--- config.mk ---
export PLATFORM = sky130hd
export DESIGN_NAME = mem_bus_bridge
export DESIGN_NICKNAME = d
export VERILOG_FILES = /design/src/rtl/mem_bus_bridge.sv
export SDC_FILE = /design/constraint.sdc
export NUM_CORES = 1
export LEC_CHECK = 0
export ABC_AREA = 1
export BUFFER_PORTS_ARGS = -buffer_cell sky130_fd_sc_hd__buf_2
export CORE_AREA = 2 2 121 123
export CTS_CLUSTER_DIAMETER = 200
export DETAILED_ROUTE_END_ITERATION = 8
export DIE_AREA = 0 0 123 125
export PLACE_DENSITY = 0.83
export SLEW_MARGIN = 0
export SYNTH_ARGS = -nofsm -noshare
export SYNTH_HDL_FRONTEND = slang
export SYNTH_SLANG_ARGS = --single-unit
--- constraint.sdc ---
create_clock -name clk -period 3.3 [get_ports clk]
set_input_delay 0.165 -clock clk [delete_from_list [all_inputs] [get_ports clk]]
set_output_delay 0.165 -clock clk [all_outputs]
set_load 0.02 [all_outputs]
--- src/rtl/mem_bus_bridge.sv ---
// CPU-to-slave-channel memory bridge: decodes a channel from the address, performs
// one byte/half/word access per request, and returns right-aligned load data.
module mem_bus_bridge #(
  parameter int NCH      = 4,
  parameter int CH_SHIFT = 28,
  parameter int TIMEOUT  = 15
) (
  input  logic              clk,
  input  logic              rst,
  input  logic [31:0]       cpu_addr,
  input  logic              cpu_wen,
  input  logic              cpu_ren,
  input  logic [1:0]        cpu_mask,
  input  logic [31:0]       cpu_wdata,
  output logic [31:0]       cpu_rdata,
  output logic              cpu_stall,
  output logic              cpu_err,
  output logic [31:0]       ch_addr,
  output logic              ch_wen,
  output logic [3:0]        ch_wstrb,
  output logic [31:0]       ch_wdata,
  output logic [NCH-1:0]    ch_sel,
  input  logic [NCH*32-1:0] ch_rdata,
  input  logic [NCH-1:0]    ch_ready
);

  typedef enum logic [1:0] {IDLE, ACCESS, DONE} state_t;

  localparam logic [4:0] NCH_L      = 5'(NCH);
  localparam logic [7:0] TIMEOUT_M1 = 8'(TIMEOUT - 1);

  state_t      state, state_nx;
  logic [31:0] addr_q, wdata_q, rdata_q, rdata_nx;
  logic [1:0]  mask_q;
  logic        wr_q, err_q, err_nx, latch_en;
  logic [7:0]  cnt, cnt_nx;
  logic        req, fault_in, sel_ready;
  logic [3:0]  idx_in, idx_q;
  logic [31:0] sel_rdata;

  function automatic logic fault_chk(input logic [1:0] a, input logic [1:0] m,
                                     input logic [3:0] idx);
    return ({1'b0, idx} >= NCH_L) || (m == 2'b11) ||
           (m == 2'b01 && a[0]) || (m == 2'b10 && a != 2'b00);
  endfunction

  function automatic logic [3:0] wstrb_f(input logic [1:0] a, input logic [1:0] m);
    case (m)
      2'b00:   return 4'b0001 << a;
      2'b01:   return a[1] ? 4'b1100 : 4'b0011;
      default: return 4'b1111;
    endcase
  endfunction

  function automatic logic [31:0] wdata_f(input logic [31:0] w, input logic [1:0] m);
    case (m)
      2'b00:   return {4{w[7:0]}};
      2'b01:   return {2{w[15:0]}};
      default: return w;
    endcase
  endfunction

  function automatic logic [31:0] rdata_f(input logic [31:0] d, input logic [1:0] a,
                                          input logic [1:0] m);
    logic [31:0] s;
    s = d >> {a, 3'b000};
    case (m)
      2'b00:   return {24'h0, s[7:0]};
      2'b01:   return {16'h0, s[15:0]};
      default: return s;
    endcase
  endfunction

  assign req      = cpu_wen | cpu_ren;
  assign idx_in   = cpu_addr[CH_SHIFT+3:CH_SHIFT];
  assign idx_q    = addr_q[CH_SHIFT+3:CH_SHIFT];
  assign fault_in = fault_chk(cpu_addr[1:0], cpu_mask, idx_in);

  // Channel mux; indices at or above NCH never reach ACCESS, so they select nothing.
  always_comb begin
    sel_ready = 1'b0;
    sel_rdata = '0;
    ch_sel    = '0;
    for (int i = 0; i < NCH; i++) begin
      if (idx_q == 4'(i)) begin
        sel_ready = ch_ready[i];
        sel_rdata = ch_rdata[i*32 +: 32];
        ch_sel[i] = (state == ACCESS);
      end
    end
  end

  always_comb begin
    state_nx = state;
    cnt_nx   = cnt;
    rdata_nx = rdata_q;
    err_nx   = 1'b0;
    latch_en = 1'b0;
    case (state)
      IDLE: begin
        if (req) begin
          latch_en = 1'b1;
          if (fault_in) begin
            state_nx = DONE;
            err_nx   = 1'b1;
            rdata_nx = '0;
          end else begin
            state_nx = ACCESS;
            cnt_nx   = '0;
          end
        end
      end
      ACCESS: begin
        if (sel_ready) begin
          state_nx = DONE;
          if (!wr_q) rdata_nx = rdata_f(sel_rdata, addr_q[1:0], mask_q);
        end else if (cnt == TIMEOUT_M1) begin
          state_nx = DONE;
          err_nx   = 1'b1;
          rdata_nx = '0;
        end else begin
          cnt_nx = cnt + 8'd1;
        end
      end
      DONE:    state_nx = IDLE;
      default: state_nx = IDLE;
    endcase
  end

  always_ff @(posedge clk) begin
    if (rst) begin
      state   <= IDLE;
      cnt     <= '0;
      addr_q  <= '0;
      mask_q  <= '0;
      wdata_q <= '0;
      wr_q    <= 1'b0;
      rdata_q <= '0;
      err_q   <= 1'b0;
    end else begin
      state   <= state_nx;
      cnt     <= cnt_nx;
      rdata_q <= rdata_nx;
      err_q   <= err_nx;
      if (latch_en) begin
        addr_q  <= cpu_addr;
        mask_q  <= cpu_mask;
        wdata_q <= cpu_wdata;
        wr_q    <= cpu_wen;
      end
    end
  end

  // err_q is only ever set on the edge entering DONE, so it is a one-cycle pulse.
  assign cpu_err   = err_q;
  assign cpu_rdata = rdata_q;
  assign cpu_stall = !rst && (((state == IDLE) && req) || (state == ACCESS));
  assign ch_addr   = {addr_q[31:2], 2'b00};
  assign ch_wen    = (state == ACCESS) && wr_q;
  assign ch_wstrb  = ((state == ACCESS) && wr_q) ? wstrb_f(addr_q[1:0], mask_q) : 4'b0000;
  assign ch_wdata  = wdata_f(wdata_q, mask_q);

endmodule

# Word-level counts from Yosys, hierarchy flattened
# Index checks and enable logic that the tools add are counted.
# op_classes
n_addsub	1
mul	0
n_div	0
magnitude_cmp	1
eq_ne	16
n_shift	2
muxes	40
bitwise	1
n_reduce_logical	18
# ops
cell	count
$mux 32	9
$pmux 32 s2	3
$mux 8	4
$shr 32x5->32	1
$pmux 8 s2	1
$mux 1	14
$ne 2x2->1 const B	5
$reduce_and 5->1	2
$add 8x1->8 const B	1
$eq 4x2->1 const B	2
$eq 8x4->1 const B	1
$mux 2	4
$mux 4	2
$pmux 4 s2	1
$eq 2x1->1 const B	3
$logic_and 1x1->1	5
$eq 2x2->1 const B	2
$eq 4x1->1 const B	1
$ge 4x3->1 const B	1
$logic_not 2->1	2
$logic_not 4->1	1
$logic_or 1x1->1	4
$pmux 2 s2	1
$reduce_bool 2->1	2
other kinds (7)	7
# word_totals
reg_bits	110
latchBits	0
ramBits	0
romBits	0
input_bits	202
elab_cells	87
mem_count	0

# Depth between registers and ports, before layout
# logic_depth
ltp_word	10
depth_mapped	14
ltp_nobuf	13

# Worst setup path after synthesis
# Ideal clock, no wire load.
# synth_path
path_kind	reg-to-output
start	register mask_q[1]
end	output port ch_wdata[10]
arrival_time_ns	1.493
required_time_ns	3.135
path_slack_ns	1.642
path_stages_with_launch	6
path_buffers	3
path_cell_list	dfxtp_1 > clkbuf_1 > nor2_1 > clkbuf_1 > clkbuf_1 > o21ai_0
# synth_via
elab_chain_len	2
word_cells_on_any_way	3
cone_classes	eq/ne (1); mux (1); reduce/logical (1)
# synth_rtl
element	line	rtl
start, declared	34	logic [1:0] mask_q;
start signal, assigned	147	mask_q <= cpu_mask;
$eq 2x1->1 or $logic_not 2->1 (tied branches)	56	case (m)
$pmux 32 s2 (*)	56	
end, declared	21	output logic [31:0] ch_wdata,
# Mark *: on every way between the ends. The rest lies on a longest branch, timed or not.

# Final worst setup path
# layout_path
start	register addr_q[30]
end	register rdata_q[5] (netlist: cpu_rdata[5])
# layout_via
elab_chain_len	10
word_cells_on_any_way	20
cone_classes	eq/ne (5); shift (1); mux (12); reduce/logical (2)
# layout_rtl
element	line	rtl
start, declared	33	logic [31:0] addr_q, wdata_q, rdata_q, rdata_nx;
start signal, assigned	146	addr_q <= cpu_addr;
$logic_not 4->1	85	if (idx_q == 4'(i)) begin
$mux 32 (4 in series)	85	
$shr 32x5->32	66	s = d >> {a, 3'b000};
$pmux 32 s2	67	case (m)
$mux 32	116	if (!wr_q) rdata_nx = rdata_f(sel_rdata, addr_q[1:0], mask_q);
$mux 32	114	if (sel_ready) begin
$pmux 32 s2	99	case (state)
end signal, assigned	143	rdata_q <= rdata_nx;
end, declared	33	
# Several ways; a longest one is shown, not always the timed one. The select of a mux whose other input is x is not followed.
# A chain may end at the register's enable or synchronous reset.

==> reports/qor.yml <==
synth_top_cell_area_share: 0.324
root_buffer: "clkbuf_16"
syn_inst: 1122
setup_viol: 0
hold_path_class: "in -> reg"
cts_tree: "done"
drt_iter0_drc: 503
synth_cell_type_count: 29
rows: 44
placed_cells: 1519
combPwrFrac: 0.330
ctsResizeCount: 0
drtAntennaViolNets: 0
start_util: 0.479
cts_hold_buf: 0
vias: 7975
p_seq_frac: 0.387
dpl_cell_area_um2: 8040
crit_type: "reg -> reg"
final_util: 0.588
dieArea_um2: 15400
internal_power_mw: 2.50
cts.path.max_buffers: 2
vdd_drop_max_uv: 491
overflow: 0
synthTopCellsByArea: "dfxtp_1 32%, nand2_1 14%, nand3_1 11%"
fmax_mhz: 392
synthSimpleGateAreaFrac: 0.394
power_density_nw_per_um2: 476
clock_latency_ns: 0.35
grt_pass1_wl_um: 35300
antenna_found_initial: 0
endpoint_kind: "flop"
cts-htree-levels: 3
worstMarginPinSlew_ns: 0.881
design_area_um2: 8350
worstPathArrival_ns: 2.84
power_frac_clock: 0.283
postCtsSetupBuffers: 0
core-area_um2: 14200
wire_per_inst_um: 15.0
rrSetupSlack_ns: 0.75
yosysTopAreaCell: "dfxtp_1"
maxCapViolations: 0
drive_above_1_share: 0.266
crit_fanout: 83
place_hpwl_um: 17800
min_period_ns: 2.55
outcome: "complete, no violations"
hold_ws_ns: 0.0569
cts.sink_count: 110
die_w_um: 123
numCtsBuffers: 9
synth.avg_cell_area_um2: 6.06
synth_compound_area_frac: 0.121
yosysWarnings: 0
die_h_um: 125
track_usage: 0.292
finalClockSkew_ns: 0.00851
grt_max_degree: 84
max_slew_margin: 0.411
fin_cells: 1535
p_sw_frac: 0.372
place_congestion: 0.952
antenna_cells: 0
total_power_mw: 3.98
hold_viol: 0
drc: 0
synth_mux_area_frac: 0
ys_ff_latch: 110
portBuffers: 306
synth_top_family_by_area: "simple AND/OR/NAND/NOR gates"
top_level_ports: 309
rsz0062_at_grt: "false"
ys_seq_area_frac: 0.324
grt_pass1_vias: 7313
dp_slack_ns: 0.818
layout.nets: 1550
worst_slack_ns: 0.750
synthXorXnorAreaFrac: 0.00257
clk_pin_slew_ns: 0.08
synthAdderAreaFrac: 0.00368
synth_area_um2: 6800
cp.required_ns: 3.59
vias_per_cell: 5.20
fin_setup_tns_ns: 0
dr.pass1.iters: 5
worst_setup_path_start_kind: "flop"
drt-total-wl_um: 23000
finalCritPeriodShare: 0.773
syn2layout_area_growth_pct: 22.7
switchingPower_mw: 1.48
power.leakage_nw: 4.39
finalMaxSlewViolations: 0
## cell usage in the layout (no fill, tap or decap)
cell / netlist / routed
buf_2: 17 / 306
nand2_1: 262 / 261
nor2_1: 181 / 181
nand3_1: 144 / 144
dfxtp_1: 110 / 110
inv_1: 108 / 107
o21ai_0: 95 / 95
a21oi_1: 56 / 56
buf_4: 48 / 11
nand3b_1: 10 / 10
clkbuf_16: 0 / 9
inv_2: 7 / 8
nand4_1: 8 / 8
o211ai_1: 7 / 7
nand3_2: 5 / 5
or2_2: 5 / 5
nand2_2: 2 / 3
nor2_4: 2 / 3
o21ai_1: 3 / 3
nor2_2: 3 / 2
nor4_1: 2 / 2
ha_1: 2 / 2
conb_1: 1 / 2
clkinv_2: 0 / 2
xor2_1: 1 / 1
nand4_4: 1 / 1
nor3_1: 1 / 1
xnor2_1: 1 / 1
clkbuf_8: 0 / 1
inv_6: 0 / 1
inv_8: 0 / 1
clkinvlp_4: 0 / 1
bufinv_16: 0 / 1
## power by group through the flow
stage	Sequential (mW)	Clock, mW	Combinational, mW
2_1_floorplan	1.57	0	0.933
3_3_place_gp	1.56	0	1.29
3_5_place_dp	1.57	0	1.30
4_1_cts	1.54	1.14	1.31
5_1_grt	1.55	1.20	1.46
6_report	1.54	1.13	1.31
## synthesized netlist by cell type
cell type / number
nand2_1: 262
nor2_1: 181
nand3_1: 144
dfxtp_1: 110
inv_1: 108
o21ai_0: 95
a21oi_1: 56
buf_4: 48
clkbuf_1: 32
buf_2: 17
nand3b_1: 10
nand4_1: 8
inv_2: 7
o211ai_1: 7
buf_1: 5
nand3_2: 5
or2_2: 5
buf_6: 3
nor2_2: 3
o21ai_1: 3
ha_1: 2
nand2_2: 2
nor2_4: 2
nor4_1: 2
conb_1: 1
nand4_4: 1
nor3_1: 1
xnor2_1: 1
xor2_1: 1
## metal layers
| layer | global-route usage | part of all wire | routed length, um | up-vias |
|---|---|---|---|---|
| met2 | 0.524 | 0.50 | 11500 | 366 |
| met1 | 0.324 | 0.38 | 8850 | 3588 |
| li1 | - | - | - | 3964 |
| met5 | 0 | 0 | 0 | - |
| met3 | 0.0744 | 0.084 | 1930 | 57 |
| met4 | 0.118 | 0.033 | 769 | 0 |
## layout make-up
cell class | instances | area, um2
fill | 1440 | 5860
multi-input combinational | 793 | 3560
sequential | 110 | 2200
timing repair buffer | 317 | 1610
inverter | 115 | 432
clock buffer | 10 | 239
tap | 184 | 230
clock inverter | 6 | 67.6
## cells by family after synthesis
family          count (synthesis)
xor+xnor                        2
compound gates                161
simple gates                  626
flops                         110
buf+inv                       220
other cells                     1
fa+ha+maj                       2
## worst paths after layout
path	startpoint	endpoint	depth (start not counted)
min reg2reg	cpu_rdata[25]	cpu_rdata[25]	2
max reg2reg	addr_q[30]	cpu_rdata[5]	12
min	cpu_wdata[3]	wdata_q[3]	3
max	addr_q[30]	cpu_rdata[5]	12
## sequential cells by signal, summed over array words and instances (netlist names)
signal and count:
cpu_rdata 32, mask_q 2, addr_q 32, cpu_err 1
wr_q 1, wdata_q 32, cnt 8, state 2
## critical path: stages, from the launching register on
cell     delay [ns]
dfxtp_1        0.35
nor2_4         0.25
buf_4          0.63
nand2_1        0.34
inv_1          0.27
nand2_1        0.07
nand3_1        0.08
nand2_1        0.06
nor2_1         0.12
nand2_1        0.08
nand2_1        0.06
nand2_1        0.05
nor2_1         0.10
(Power assumes the default switching activity.)
